--- src/rtl/pipeline_ctrl_pkg.sv ---
// Shared definitions for the pipeline controller: FSM states, stage-enable bundle,
// tunable defaults and the saturating counter helper.
package pipeline_ctrl_pkg;

    typedef enum logic [1:0] {
        ST_IDLE     = 2'd0,
        ST_RUN      = 2'd1,
        ST_MEM_WAIT = 2'd2,
        ST_ERROR    = 2'd3
    } pipe_state_e;

    localparam int unsigned WAIT_MAX_DEFAULT = 255;
    localparam logic [4:0]  REG_X0           = 5'd0;
    localparam logic [31:0] CNT_MAX          = '1;

    typedef struct packed {
        logic pc_write;
        logic ifid_write;
        logic idex_enable;
        logic exmem_enable;
        logic memwb_enable;
    } stage_en_t;

    localparam stage_en_t EN_NONE = '0;
    localparam stage_en_t EN_ALL  = '1;
    // Load-use stall: hold PC and IF/ID, let the bubble and older stages drain.
    localparam stage_en_t EN_LOAD_USE = '{
        pc_write:     1'b0,
        ifid_write:   1'b0,
        idex_enable:  1'b1,
        exmem_enable: 1'b1,
        memwb_enable: 1'b1
    };

    function automatic logic [31:0] sat_inc(input logic [31:0] v);
        return (v == CNT_MAX) ? v : v + 32'd1;
    endfunction

endpackage

--- src/rtl/pipeline_ctrl_hazard_detect.sv ---
// Load-use comparator: the load in EX writes a register the instruction in ID reads.
module hazard_detect
    import pipeline_ctrl_pkg::*;
(
    input  logic       memread_i,
    input  logic [4:0] rd_addr_i,
    input  logic [4:0] rs1_addr_i,
    input  logic [4:0] rs2_addr_i,
    output logic       hazard_o
);

    always_comb begin
        hazard_o = memread_i
                && (rd_addr_i != REG_X0)
                && ((rd_addr_i == rs1_addr_i) || (rd_addr_i == rs2_addr_i));
    end

endmodule

--- src/rtl/pipeline_ctrl.sv ---
// Pipeline stall/flush controller: stage enables, bubble/flush requests,
// data-memory timeout detection and performance counters.
module pipeline_ctrl
    import pipeline_ctrl_pkg::*;
#(
    parameter int unsigned WAIT_MAX = WAIT_MAX_DEFAULT
) (
    input  logic        clk_i,
    input  logic        rst_n_i,
    input  logic        start_i,
    input  logic        IDEX_MemRead_i,
    input  logic [4:0]  IDEX_Rd_Addr_i,
    input  logic [4:0]  IFID_RS1_Addr_i,
    input  logic [4:0]  IFID_RS2_Addr_i,
    input  logic        Branch_taken_i,
    input  logic        EXMEM_MemReq_i,
    input  logic        DMem_Ready_i,
    output logic        PCWrite_o,
    output logic        IFID_Write_o,
    output logic        IDEX_Enable_o,
    output logic        EXMEM_Enable_o,
    output logic        MEMWB_Enable_o,
    output logic        IDEX_Bubble_o,
    output logic        IFID_Flush_o,
    output logic        Err_o,
    output logic [31:0] Cycle_Cnt_o,
    output logic [31:0] Stall_Cnt_o
);

    pipe_state_e state_q, state_d;
    logic [31:0] wait_cnt_q, wait_cnt_d;
    logic [31:0] cycle_cnt_q, cycle_cnt_d;
    logic [31:0] stall_cnt_q, stall_cnt_d;
    logic        err_q, err_d;

    stage_en_t   en;
    logic        bubble;
    logic        flush;
    logic        load_use;
    logic        mem_wait;
    logic        active;

    hazard_detect u_hazard_detect (
        .memread_i  (IDEX_MemRead_i),
        .rd_addr_i  (IDEX_Rd_Addr_i),
        .rs1_addr_i (IFID_RS1_Addr_i),
        .rs2_addr_i (IFID_RS2_Addr_i),
        .hazard_o   (load_use)
    );

    assign mem_wait = EXMEM_MemReq_i && !DMem_Ready_i;

    // Enables are decoded from the current state and live inputs so a stall
    // takes effect in the very cycle its cause is seen.
    always_comb begin
        state_d    = state_q;
        wait_cnt_d = wait_cnt_q;
        err_d      = err_q;
        en         = EN_NONE;
        bubble     = 1'b0;
        flush      = 1'b0;

        unique case (state_q)
            ST_IDLE: begin
                if (start_i) begin
                    state_d = ST_RUN;
                end
            end
            ST_RUN: begin
                if (!start_i) begin
                    state_d = ST_IDLE;
                end else if (mem_wait) begin
                    state_d    = ST_MEM_WAIT;
                    wait_cnt_d = '0;
                end else if (load_use) begin
                    en     = EN_LOAD_USE;
                    bubble = 1'b1;
                end else begin
                    en    = EN_ALL;
                    flush = Branch_taken_i;
                end
            end
            ST_MEM_WAIT: begin
                if (DMem_Ready_i) begin
                    en      = EN_ALL;
                    state_d = ST_RUN;
                end else begin
                    wait_cnt_d = wait_cnt_q + 32'd1;
                    if (wait_cnt_d == WAIT_MAX) begin
                        state_d = ST_ERROR;
                        err_d   = 1'b1;
                    end
                end
            end
            ST_ERROR: begin
                err_d = 1'b1;
            end
            default: begin
                state_d = ST_IDLE;
            end
        endcase

        active      = (state_q == ST_RUN) || (state_q == ST_MEM_WAIT);
        cycle_cnt_d = active ? sat_inc(cycle_cnt_q) : cycle_cnt_q;
        stall_cnt_d = (active && !en.pc_write) ? sat_inc(stall_cnt_q) : stall_cnt_q;
    end

    always_ff @(posedge clk_i or negedge rst_n_i) begin
        if (!rst_n_i) begin
            state_q     <= ST_IDLE;
            wait_cnt_q  <= '0;
            cycle_cnt_q <= '0;
            stall_cnt_q <= '0;
            err_q       <= 1'b0;
        end else begin
            state_q     <= state_d;
            wait_cnt_q  <= wait_cnt_d;
            cycle_cnt_q <= cycle_cnt_d;
            stall_cnt_q <= stall_cnt_d;
            err_q       <= err_d;
        end
    end

    assign PCWrite_o      = en.pc_write;
    assign IFID_Write_o   = en.ifid_write;
    assign IDEX_Enable_o  = en.idex_enable;
    assign EXMEM_Enable_o = en.exmem_enable;
    assign MEMWB_Enable_o = en.memwb_enable;
    assign IDEX_Bubble_o  = bubble;
    assign IFID_Flush_o   = flush;
    assign Err_o          = err_q;
    assign Cycle_Cnt_o    = cycle_cnt_q;
    assign Stall_Cnt_o    = stall_cnt_q;

endmodule

--- config.mk ---
export PLATFORM = sky130hd
export DESIGN_NAME = pipeline_ctrl
export DESIGN_NICKNAME = d
export VERILOG_FILES = /design/src/rtl/pipeline_ctrl_pkg.sv /design/src/rtl/pipeline_ctrl_hazard_detect.sv /design/src/rtl/pipeline_ctrl.sv
export SDC_FILE = /design/constraint.sdc
export NUM_CORES = 1
export LEC_CHECK = 0
export BUFFER_PORTS_ARGS = -buffer_cell sky130_fd_sc_hd__buf_2
export CAP_MARGIN = 15
export CELL_PAD_IN_SITES_DETAIL_PLACEMENT = 0
export CELL_PAD_IN_SITES_GLOBAL_PLACEMENT = 1
export CORE_MARGIN = 2
export CORE_UTILIZATION = 39
export CTS_CLUSTER_DIAMETER = 200
export DETAILED_ROUTE_END_ITERATION = 16
export PLACE_DENSITY = 0.85
export SLEW_MARGIN = 20
export SYNTH_ARGS = -nofsm -noshare
export SYNTH_HDL_FRONTEND = slang
export SYNTH_HIERARCHICAL = 1
export SYNTH_SLANG_ARGS = --single-unit
--- constraint.sdc ---
create_clock -name clk_i -period 2.5 [get_ports clk_i]
set_clock_uncertainty 0.15 [all_clocks]
set_input_delay 0.375 -clock clk_i [delete_from_list [all_inputs] [get_ports clk_i]]
set_output_delay 0.375 -clock clk_i [all_outputs]
set_load 0.02 [all_outputs]
==> results.json <==
{
  "r2r_end": "state_q[1]$_DFFE_PN0P_",
  "holdWs_ps": 318.6,
  "fp.dieW_um": 124.4,
  "start_util_pct": 39.35,
  "yosys.area_share.xor_xnor_pct": 11.62,
  "grt_pass1_wl_um": 25190,
  "cpPeakStageDelay_ps": 540,
  "cts_tree": "built",
  "netlist_instances": 617,
  "r2r_cells": 8,
  "r2r_slack_ps": -10,
  "numCtsBuffers": 9,
  "pwr-share-comb_pct": 29.0,
  "cp_top_family": "simple AND/OR/NAND/NOR gates",
  "synth_top_family_by_area": "simple AND/OR/NAND/NOR gates",
  "synth-edff-count": 0,
  "synth.area.mux_share_pct": 1.129,
  "intPower_mw": 3.170,
  "hold_violations": 0,
  "p_per_area_nw_per_um2": 631.8,
  "final_common_cell": "dfrtp_1",
  "p_leak_nw": 3.623,
  "clkPwrFrac_pct": 31.5,
  "place_congestion": 0.8751,
  "drc": 0,
  "ys_seq_area_share_pct": 43.82,
  "cp.depth": 9,
  "cp-endpoint": "IFID_Write_o",
  "grt_pass1_vias": 5196,
  "grt_overflow": 0,
  "syn_nets": 648,
  "hp-class": "flip-flop to flip-flop",
  "async_flop_share_pct": 100.0,
  "synth_compound_area_share_pct": 11.88,
  "grt_start_max_net_pins": 47,
  "crit_path_end_kind": "output pin",
  "postRouteAntennaNets": 0,
  "slew_headroom_pct": 59.54,
  "cts_root_buf": "clkbuf_16",
  "port_buffers": 93,
  "wl_per_cell_um": 15.74,
  "nets": 811,
  "worst_slack_ps": -132.1,
  "ys_seq_elements": 99,
  "synth_top_flop_cell": "dfrtp_1",
  "drtIter0Drc": 371,
  "post_drt_via_cell_ratio": 5.422,
  "fin_crit_ps": 2632,
  "status": "finished with violations",
  "p_sw_share_pct": 34.09,
  "startpoint": "IDEX_Rd_Addr_i[1]",
  "cp.required_ps": 1980,
  "numClockSinks": 99,
  "grt_usage_pct": 19.47,
  "finalSetupViolations": 4,
  "cap_violations": 0,
  "yosys_warnings": 6,
  "path_cells": "buf_6 > or4_4 > o21ai_4 > a21oi_4 > nor4bb_2 > o22ai_2 > buf_4 > nor2_4 > buf_6",
  "rsz0062_at_grt": "yes",
  "dieArea_um2": 15480,
  "via_count": 5254,
  "worst_slew_pin_slew_ps": 606.9,
  "clk_pin_slew_ps": 80,
  "vdd_ir_drop_max_uv": 334.7,
  "layout_common_cells": "dfrtp_1 (89), buf_2 (84), buf_4 (81)",
  "worstPathArrival_ps": 2110,
  "syn_area_per_cell_um2": 9.164,
  "fin_crit_sh_pct": 105.3,
  "ios": 94,
  "drive_gt1_share_pct": 33.38,
  "drv_slew": 0,
  "min-delay-start": "Stall_Cnt_o[18]$_DFFE_PN0P_",
  "worst-setup-path-type": "input pin to output pin",
  "rows": 44,
  "synth-adder-area-share_pct": 1.992,
  "crit_slowest_cell": "or4_4",
  "synthSimpleGateAreaFrac_pct": 26.33,
  "antenna_found_initial": 0,
  "antennaDiodeCount": 0,
  "die_h_um": 124.4,
  "clk_latency_ps": 360,
  "synthToLayoutAreaGrowth_pct": 34.65,
  "crit_buf_inv": 3,
  "h-tree-depth": 3,
  "totalWireLength_um": 15250,
  "r2r-start": "wait_cnt_q[11]$_DFFE_PN0P_",
  "power.net_switching_mw": 1.640,
  "clockBufferDepth": 2,
  "failed_checks": "setup timing",
  "fmax_ghz": 0.3799,
  "post-dp-hpwl_um": 10830,
  "timing.critical_path.mode_cell": "buf_6",
  "core_um2": 14370,
  "syn-cell-area_um2": 5654,
  "synth_cell_types": 55,
  "pre_cts_ws_ps": -396.1,
  "startpoint_type": "input pin",
  "worstPathMaxFanout": 4,
  "pwr-share-seq_pct": 39.5,
  "firstDrtPassIters": 5
}
[state kept, by name, summed over array words and instances, names as in the netlist]
| signal | flops |
|---|---|
| wait_cnt_q | 32 |
| Cycle_Cnt_o | 32 |
| Stall_Cnt_o | 32 |
| state_q | 2 |
| Err_o | 1 |
[layer usage]
layer / share of wire, % / vias to the layer above / wire length, um / global-route usage (%)
li1: - / 2536 / - / -
met4: 1.4 / 0 / 206 / 4.627
met5: 0 / - / 0 / 0
met1: 44 / 2544 / 6735 / 24.97
met2: 50 / 155 / 7576 / 33.69
met3: 4.8 / 19 / 731 / 4.124
[area by class of cell]
cell class	instances	area (um2)
fill	1273	6755
multi-input combinational	477	3311
sequential	99	2490
timing repair buffer	179	1211
tap	184	230.2
clock buffer	9	225.2
clock inverter	7	93.84
inverter	14	52.55
[Yosys cell counts (all sizes together), types with 3 or more instances]
| master | count | area [um2] |
|---|---|---|
| clkbuf | 18 | 67.56 |
| xnor2 | 43 | 376.6 |
| and2 | 16 | 102.6 |
| nand2 | 65 | 244.0 |
| ha | 9 | 112.6 |
| or2 | 3 | 18.77 |
| o41ai | 5 | 43.79 |
| inv | 14 | 52.55 |
| dfrtp | 99 | 2477 |
| a31oi | 5 | 31.28 |
| o21a | 4 | 30.03 |
| o21ai | 45 | 225.2 |
| and3 | 18 | 112.6 |
| xor2 | 32 | 280.3 |
| buf | 10 | 62.55 |
| nand2b | 7 | 43.79 |
| nor4 | 8 | 62.56 |
| nor2 | 39 | 146.4 |
| a21o | 3 | 22.52 |
| nor2b | 3 | 18.77 |
| nand4 | 32 | 215.2 |
| o211ai | 7 | 52.55 |
| or3 | 8 | 55.05 |
| mux2 | 3 | 33.78 |
| a21oi | 20 | 100.1 |
| nand3 | 38 | 190.2 |
| or4 | 4 | 30.03 |
| nor3 | 18 | 90.09 |
| mux2i | 3 | 30.03 |
| and4 | 11 | 96.34 |
| o31ai | 8 | 60.06 |
| nor3b | 3 | 27.52 |
[worst reg2reg max path, delay by kind of cell, from the launching register on]
family          cells  cell delay [ps]
simple gates        4             1080
compound gates      3              580
flops               1              360
buf+inv             1              230
[cell families (layout without fill, tap and decap cells)]
group / Yosys count / count (layout)
flip-flops: 99 / 99
XOR/XNOR: 75 / 75
AND/OR/NAND/NOR: 277 / 278
multiplexers: 6 / 6
AO/OA/AOI/OAI: 109 / 109
buffers and inverters: 42 / 209
adder cells (fa/ha/maj): 9 / 9
[power by group through the flow]
stage	Sequential (mW)	Clock (mW)	Combinational [mW]
floorplan	2.04	0	0.670
detailed placement	1.92	0	1.30
finish	1.90	1.51	1.40
CTS	1.89	1.54	1.37
global route	1.92	1.61	1.53
global placement	1.91	0	1.26
[how the worst min path moves through the flow]
stage / end / slack [ps] / cells past startpoint
floorplan: Cycle_Cnt_o[0]$_DFFE_PN0P_ / -70 / 0
global route: Stall_Cnt_o[18]$_DFFE_PN0P_ / 330 / 1
detailed placement: Cycle_Cnt_o[15]$_DFFE_PN0P_ / 280 / 1
finish: Stall_Cnt_o[18]$_DFFE_PN0P_ / 320 / 1
global placement: Cycle_Cnt_o[16]$_DFFE_PN0P_ / 270 / 1
CTS: Stall_Cnt_o[18]$_DFFE_PN0P_ / 330 / 1
[timing repair]
item                                    CTS  global route
setup buffers                             2             5
pin swaps                                12            33
hold buffers                              1             0
gates resized for setup                  25            41
endpoints found under the hold margin    44             0
endpoints found under the setup margin   18            49
cloned                                    0             1
[stage by stage]
step                area (um2)  instances  power [mW]  TNS (ps)  utilization, %
floorplan                 5749        617       2.715    -31.92               -
global placement          6929        944       3.170     -6460           48.22
detailed placement        6929        944       3.222     -9050           48.22
CTS                       7375        963       4.802    -301.3           51.32
global route              7614        969       5.068     -2584           52.99
finish                    7614        969       4.810    -288.7           52.99
(Power assumes the default switching activity.)
